$ cat src/rtl/string_fifo_cmp_avalon.sv
// string_fifo_cmp_avalon
// Avalon-MM string accelerator. Two word FIFOs (A, B) are filled by the CPU;
// a compare engine then pops both in lock-step and compares LEN bytes
// strcmp-style. It reports the leading-equal byte count and an equal flag.
// Bus reads have one cycle of latency. FIFO pops happen in the strobe cycle.
module string_fifo_cmp_avalon #(
  parameter int DEPTH = 16,
  parameter int LEN_W = 16
) (
  input  logic        clk,
  input  logic        reset,
  input  logic        chipselect,
  input  logic [2:0]  address,
  input  logic        write,
  input  logic        read,
  input  logic [31:0] writedata,
  output logic [31:0] readdata,
  output logic        irq
);

  localparam int AW = $clog2(DEPTH);
  localparam int CW = AW + 1;

  typedef enum logic [1:0] {
    ST_IDLE = 2'd0,
    ST_RUN  = 2'd1,
    ST_DONE = 2'd2
  } state_e;

  // Index of the first differing byte among the first n lanes, or n if all match.
  function automatic logic [2:0] first_diff(input logic [31:0] a,
                                            input logic [31:0] b,
                                            input logic [2:0]  n);
    logic [2:0] idx;
    idx = n;
    for (int i = 3; i >= 0; i--) begin
      if ((3'(i) < n) && (a[8*i +: 8] != b[8*i +: 8])) begin
        idx = 3'(i);
      end
    end
    return idx;
  endfunction

  // FIFO storage and pointers; index 0 is FIFO A, index 1 is FIFO B.
  logic [31:0]             mem_q [2][DEPTH];
  logic [1:0][AW-1:0]      wptr_q, wptr_d;
  logic [1:0][AW-1:0]      rptr_q, rptr_d;
  logic [1:0][CW-1:0]      cnt_q, cnt_d;

  // Engine and status state.
  state_e                  state_q, state_d;
  logic [LEN_W-1:0]        rem_q, rem_d;
  logic [LEN_W-1:0]        match_q, match_d;
  logic                    equal_q, equal_d;
  logic                    done_q, done_d;
  logic                    irq_en_q, irq_en_d;
  logic [1:0]              ovf_q, ovf_d;
  logic [1:0]              udf_q, udf_d;
  logic [31:0]             readdata_q, readdata_d;
  logic                    irq_q, irq_d;

  // Decoded bus and datapath signals.
  logic                    wr_s, rd_s, ctrl_wr_s, busy_s;
  logic                    go_s, clr_err_s, ack_s, abort_s, eng_step_s;
  logic [LEN_W-1:0]        len_s;
  logic [1:0]              clr_s, empty_s, full_s;
  logic [1:0]              bus_req_s, bus_pop_s, push_req_s, pop_s, push_s;
  logic [1:0]              ovf_set_s, udf_set_s;
  logic [1:0][31:0]        head_s;
  logic [2:0]              n_s, k_s;
  logic                    unused_wdata_s;

  assign unused_wdata_s = ^writedata[15:6];

  // Bus decode, FIFO occupancy and push/pop qualification.
  always_comb begin
    wr_s       = chipselect & write;
    rd_s       = chipselect & read;
    ctrl_wr_s  = wr_s && (address == 3'd2);
    busy_s     = (state_q == ST_RUN);
    go_s       = ctrl_wr_s & writedata[0];
    clr_s      = {ctrl_wr_s & writedata[2], ctrl_wr_s & writedata[1]};
    clr_err_s  = ctrl_wr_s & writedata[3];
    ack_s      = ctrl_wr_s & writedata[5];
    len_s      = writedata[16 +: LEN_W];
    abort_s    = busy_s && (clr_s != 2'b00);
    for (int f = 0; f < 2; f++) begin
      empty_s[f] = (cnt_q[f] == CW'(0));
      full_s[f]  = (cnt_q[f] == CW'(DEPTH));
      head_s[f]  = mem_q[f][rptr_q[f]];
    end
    eng_step_s = busy_s && !empty_s[0] && !empty_s[1] && !abort_s;
    n_s        = (rem_q >= LEN_W'(4)) ? 3'd4 : rem_q[2:0];
    k_s        = first_diff(head_s[0], head_s[1], n_s);
    for (int f = 0; f < 2; f++) begin
      bus_req_s[f]  = rd_s && (address == 3'(f)) && !busy_s;
      bus_pop_s[f]  = bus_req_s[f] && !empty_s[f];
      udf_set_s[f]  = bus_req_s[f] && empty_s[f] && !clr_s[f];
      pop_s[f]      = (bus_pop_s[f] | eng_step_s) & ~clr_s[f];
      push_req_s[f] = wr_s && (address == 3'(f)) && !clr_s[f];
      push_s[f]     = push_req_s[f] && (!full_s[f] || pop_s[f]);
      ovf_set_s[f]  = push_req_s[f] && full_s[f] && !pop_s[f];
    end
  end

  // FIFO pointer/count next state; a flush overrides any push or pop.
  always_comb begin
    wptr_d = wptr_q;
    rptr_d = rptr_q;
    cnt_d  = cnt_q;
    for (int f = 0; f < 2; f++) begin
      if (clr_s[f]) begin
        wptr_d[f] = AW'(0);
        rptr_d[f] = AW'(0);
        cnt_d[f]  = CW'(0);
      end else begin
        wptr_d[f] = wptr_q[f] + AW'(push_s[f]);
        rptr_d[f] = rptr_q[f] + AW'(pop_s[f]);
        cnt_d[f]  = cnt_q[f] + CW'(push_s[f]) - CW'(pop_s[f]);
      end
    end
  end

  // Compare engine FSM: start on go, step one word pair per cycle, report done.
  always_comb begin
    state_d = state_q;
    rem_d   = rem_q;
    match_d = match_q;
    equal_d = equal_q;
    if (clr_err_s || ack_s) begin
      done_d = 1'b0;
    end else begin
      done_d = done_q;
    end
    case (state_q)
      ST_IDLE, ST_DONE: begin
        if (go_s) begin
          match_d = LEN_W'(0);
          rem_d   = len_s;
          if (len_s == LEN_W'(0)) begin
            equal_d = 1'b1;
            done_d  = 1'b1;
            state_d = ST_DONE;
          end else begin
            equal_d = 1'b0;
            done_d  = 1'b0;
            state_d = ST_RUN;
          end
        end else begin
          state_d = ST_IDLE;
        end
      end
      ST_RUN: begin
        if (abort_s) begin
          done_d  = 1'b0;
          state_d = ST_IDLE;
        end else if (eng_step_s) begin
          if (k_s < n_s) begin
            match_d = match_q + LEN_W'(k_s);
            equal_d = 1'b0;
            done_d  = 1'b1;
            state_d = ST_DONE;
          end else begin
            match_d = match_q + LEN_W'(n_s);
            rem_d   = rem_q - LEN_W'(n_s);
            if (rem_q == LEN_W'(n_s)) begin
              equal_d = 1'b1;
              done_d  = 1'b1;
              state_d = ST_DONE;
            end else begin
              state_d = ST_RUN;
            end
          end
        end else begin
          state_d = ST_RUN;
        end
      end
      default: begin
        state_d = ST_IDLE;
      end
    endcase
  end

  // Sticky error flags, irq enable, read data mux and interrupt level.
  always_comb begin
    ovf_d = (ovf_q & {~clr_err_s, ~clr_err_s}) | ovf_set_s;
    udf_d = (udf_q & {~clr_err_s, ~clr_err_s}) | udf_set_s;
    if (ctrl_wr_s) begin
      irq_en_d = writedata[4];
    end else begin
      irq_en_d = irq_en_q;
    end
    irq_d      = done_d & irq_en_d;
    readdata_d = readdata_q;
    if (rd_s) begin
      case (address)
        3'd0:    readdata_d = bus_pop_s[0] ? head_s[0] : 32'd0;
        3'd1:    readdata_d = bus_pop_s[1] ? head_s[1] : 32'd0;
        3'd2:    readdata_d = {20'd0, empty_s[1], full_s[1], empty_s[0], full_s[0],
                               irq_en_q, udf_q[1], udf_q[0], ovf_q[1], ovf_q[0],
                               equal_q, done_q, busy_s};
        3'd3: begin
          readdata_d     = 32'(match_q);
          readdata_d[16] = equal_q;
        end
        3'd4:    readdata_d = {16'(cnt_q[1]), 16'(cnt_q[0])};
        default: readdata_d = 32'd0;
      endcase
    end else begin
      readdata_d = readdata_q;
    end
  end

  // FIFO data array; written only on an accepted push.
  always_ff @(posedge clk) begin
    for (int f = 0; f < 2; f++) begin
      if (push_s[f]) begin
        mem_q[f][wptr_q[f]] <= writedata;
      end
    end
  end

  // State registers with asynchronous reset.
  always_ff @(posedge clk or posedge reset) begin
    if (reset) begin
      wptr_q     <= '0;
      rptr_q     <= '0;
      cnt_q      <= '0;
      state_q    <= ST_IDLE;
      rem_q      <= LEN_W'(0);
      match_q    <= LEN_W'(0);
      equal_q    <= 1'b0;
      done_q     <= 1'b0;
      irq_en_q   <= 1'b0;
      ovf_q      <= 2'b00;
      udf_q      <= 2'b00;
      readdata_q <= 32'd0;
      irq_q      <= 1'b0;
    end else begin
      wptr_q     <= wptr_d;
      rptr_q     <= rptr_d;
      cnt_q      <= cnt_d;
      state_q    <= state_d;
      rem_q      <= rem_d;
      match_q    <= match_d;
      equal_q    <= equal_d;
      done_q     <= done_d;
      irq_en_q   <= irq_en_d;
      ovf_q      <= ovf_d;
      udf_q      <= udf_d;
      readdata_q <= readdata_d;
      irq_q      <= irq_d;
    end
  end

  assign readdata = readdata_q;
  assign irq      = irq_q;

endmodule

$ cat config.mk
export PLATFORM = sky130hd
export DESIGN_NAME = string_fifo_cmp_avalon
export DESIGN_NICKNAME = d
export VERILOG_FILES = /design/src/rtl/string_fifo_cmp_avalon.sv
export SDC_FILE = /design/constraint.sdc
export NUM_CORES = 1
export LEC_CHECK = 0
export BUFFER_PORTS_ARGS = -buffer_cell sky130_fd_sc_hd__buf_2
export CAP_MARGIN = 20
export CORE_MARGIN = 2
export CORE_UTILIZATION = 32
export DETAILED_ROUTE_END_ITERATION = 12
export HOLD_SLACK_MARGIN = 0.15
export SLEW_MARGIN = 20
export SYNTH_ARGS = -nofsm -noshare
export SYNTH_HDL_FRONTEND = slang
export SYNTH_SLANG_ARGS = --single-unit
$ cat constraint.sdc
create_clock -name clk -period 8.1 [get_ports clk]
set_input_delay 1.215 -clock clk [delete_from_list [all_inputs] [get_ports clk]]
set_output_delay 1.215 -clock clk [all_outputs]
set_load 0.02 [all_outputs]
==> flow_summary.json <==
{
  "p_per_area_nw_per_um2": 314,
  "final_core_util": 0.375,
  "grt_pass1_wl_um": 177000,
  "crit_type": "flip-flop to flip-flop",
  "syn_area_per_cell_um2": 19.4,
  "setup_tns_ps": 0,
  "cts_max_level": 3,
  "coreArea_um2": 138000,
  "rsz0062_at_grt": "false",
  "die_area_um2": 142000,
  "nets": 2523,
  "hold_viol": 0,
  "portBuffers": 72,
  "synth-simple-area-share": 0.0393,
  "skew_ps": 54.5,
  "final_min_period_over_clock_period": 0.885,
  "setup_violations": 0,
  "max_cap_violations": 0,
  "overflow": 0,
  "cts_made_buffers": 113,
  "min_period_ps": 7170,
  "p_leak_nw": 16.9,
  "final-instance-count-excl-fill": 4350,
  "cts_setup_buffers": 0,
  "synth_compound_area_frac": 0.0456,
  "ys.flop_type": "edfxtp_1",
  "synthCells": 2292,
  "diodes": 0,
  "wl_per_cell_um": 28.4,
  "initial_core_util": 0.323,
  "ctsHoldBuffers": 0,
  "synth_edf_count": 1024,
  "drc": 0,
  "clock.fmax_mhz": 139,
  "insertion_delay_ps": 720,
  "finalMaxSlewViolations": 0,
  "wirelength_um": 123000,
  "ir_worst_vdd_mv": 0.194,
  "yosysSeqAreaShare": 0.747,
  "syn_area_um2": 44500,
  "placed_area_um2": 47800,
  "grt_pass1_vias": 23900,
  "worstMarginPinSlew_ps": 1110,
  "vias": 23900,
  "final-seq-area_um2": 33300,
  "synth_top_family_by_area": "multiplexers",
  "ios": 73,
  "post_cts_resized": 0,
  "die_y_um": 377,
  "antenna_found_initial": 9,
  "synth_xor_area_frac": 0.0112,
  "grtUsageTotal": 0.173,
  "area_growth_pct": 16.1,
  "drtIter0Drc": 3405,
  "clkTransAtPathRegs_ps": 60,
  "hpwlAfterDp_um": 75800,
  "grt_start_max_net_pins": 59,
  "ys_ff_latch": 1124,
  "r2r_slack_ps": 930,
  "ys.warnings.count": 0,
  "ant_nets": 0,
  "cp_max_fo": 35,
  "fp-row-count": 136,
  "worstHoldPathType": "flip-flop to flip-flop",
  "dieWidth_um": 377,
  "hold_ws_ps": 474,
  "crit_path_end_kind": "flip-flop",
  "arrival_ps": 7750,
  "worstSetupStartpointType": "flip-flop",
  "max_slew_margin": 0.259,
  "multi_input_area_um2": 10900,
  "cp.required_ps": 8680,
  "synthAdderAreaFrac": 0.00837,
  "finish.instance_area_um2": 51700,
  "syn-num-nets": 2360,
  "root_buffer": "clkbuf_16",
  "synth_cell_types": 63,
  "synthArstFlopShare": 0.0890,
  "synth_mux_area_frac": 0.133,
  "vias_per_cell": 5.50,
  "clock_sinks": 1124,
  "cts_tree": "built",
  "placed_cells": 4133,
  "outcome": "finished clean",
  "nFillCells": 12500,
  "clock_path_buffers": 3,
  "drt_pre_antenna_iters": 8,
  "place.gp.congestion": 0.890,
  "drive_gt1_frac": 0.257
}
[worst max-delay path, stage by stage, from the launching register on]
cell	delay, ps
dfrtp_2	1070
nor2_1	370
buf_4	330
a22oi_1	290
nand2_1	200
xor2_1	180
nor4_1	790
buf_4	250
nand4_1	190
nor3_1	340
ha_1	330
nand3b_1	160
o22ai_2	150
a311o_1	380
a21boi_0	140
o21ai_0	210
ha_1	210
inv_1	60
fa_1	400
inv_1	70
a21oi_1	80
nor3_1	380
nand4_1	180
xor2_1	160
nor2_1	60
[Yosys cell counts (15+ instances only)]
master | number | area [um2]
xnor2_1 | 27 | 236
o21ai_0 | 50 | 250
ha_1 | 25 | 313
mux4_2 | 258 | 5810
nand2_1 | 125 | 469
nor3_1 | 21 | 105
a221oi_1 | 15 | 131
clkbuf_1 | 77 | 289
nor4_1 | 15 | 93.8
edfxtp_1 | 1024 | 30700
xor2_1 | 30 | 263
a21oi_1 | 34 | 170
nor2_1 | 94 | 353
nor2b_1 | 22 | 138
or3_1 | 19 | 119
buf_2 | 23 | 115
a22oi_1 | 126 | 946
nand2b_1 | 16 | 100
dfrtp_1 | 100 | 2500
nand3_1 | 20 | 100
inv_1 | 32 | 120
[area by class of cell]
class                           count  area share
Clock buffer                      147      0.0595
Inverter                           32     0.00237
Tap cell                         1794      0.0434
Sequential cell                  1124       0.644
Clock inverter                     69      0.0150
Multi-Input combinational cell   1014       0.211
Timing Repair Buffer              170      0.0250
[state kept, by name (all words and copies together) (netlist names), 2 cells and up]
name and flops:
mem_q 1024, udf_q 2, ovf_q 2, wptr_q 8, readdata 32, rem_q 16, match_q 16, rptr_q 8
state_q 2, cnt_q 10
[report_power, final]
| part | total, W | switching (W) | leakage (nW) | internal, W |
|---|---|---|---|---|
| clock network | 0.00535 | 0.00224 | 1.87 | 0.00311 |
| logic | 0.00405 | 0.00224 | 4.52 | 0.00181 |
| registers | 0.00684 | 0.000350 | 10.5 | 0.00649 |
| total | 0.0162 | 0.00483 | 16.9 | 0.0114 |
[per-stage QoR]
stage / setup slack [ps] / total power [W]
6_report: 929 / 0.0162
5_1_grt: 627 / 0.0169
4_1_cts: 1090 / 0.0164
3_5_place_dp: 1160 / 0.0110
3_3_place_gp: 1220 / 0.0109
2_1_floorplan: 2140 / 0.00966
[worst paths after layout]
kind / cells after the start / startpoint / to
setup / recovery: 24 / rptr_q[5] / match_q[14]
hold / removal: 2 / readdata[17] / readdata[17]
setup reg to reg: 24 / rptr_q[5] / match_q[14]
hold reg to reg: 2 / readdata[17] / readdata[17]
max in group asynchronous: 3 / reset / rptr_q[0]
min in group asynchronous: 2 / reset / irq
[kinds of logic after synthesis]
| kind of cell | count (synthesis) |
|---|---|
| DFF | 1124 |
| other | 1 |
| muxes | 271 |
| AOI/OAI and AO/OA | 286 |
| and+or+nand+nor | 371 |
| xor gates and xnor gates | 57 |
| adders and majority gates | 28 |
| buffers and inverters | 154 |
[metal layers]
metal,up-vias,track usage,wire (um),part of all wire
li1,9748,-,-,-
met1,12700,0.249,51800,0.42
met2,1215,0.271,57700,0.47
met3,190,0.0291,10800,0.088
met4,4,0.0489,3160,0.026
met5,-,0,27,0.00022
[cell usage in the layout, fill, tap and decap left out, types with 12 or more instances in the layout]
cell | Yosys | layout
nor2b_1 | 22 | 17
nand2b_1 | 16 | 16
clkbuf_1 | 77 | 23
clkinv_2 | 0 | 18
dfrtp_1 | 100 | 95
nor2_1 | 94 | 66
clkbuf_16 | 0 | 114
buf_4 | 11 | 83
clkinv_1 | 0 | 20
or3_1 | 19 | 19
buf_2 | 23 | 72
a22oi_1 | 126 | 126
xor2_1 | 30 | 30
a221oi_1 | 15 | 15
nor4_1 | 15 | 13
nor3_1 | 21 | 13
mux4_2 | 258 | 258
inv_1 | 32 | 31
nand3_1 | 20 | 20
nor2_4 | 0 | 26
buf_12 | 0 | 12
bufinv_16 | 0 | 13
xnor2_1 | 27 | 27
ha_1 | 25 | 25
nand2_1 | 125 | 125
edfxtp_1 | 1024 | 1024
o21ai_0 | 50 | 50
a21oi_1 | 34 | 34
No activity file was read; power rests on OpenSTA's default activity.
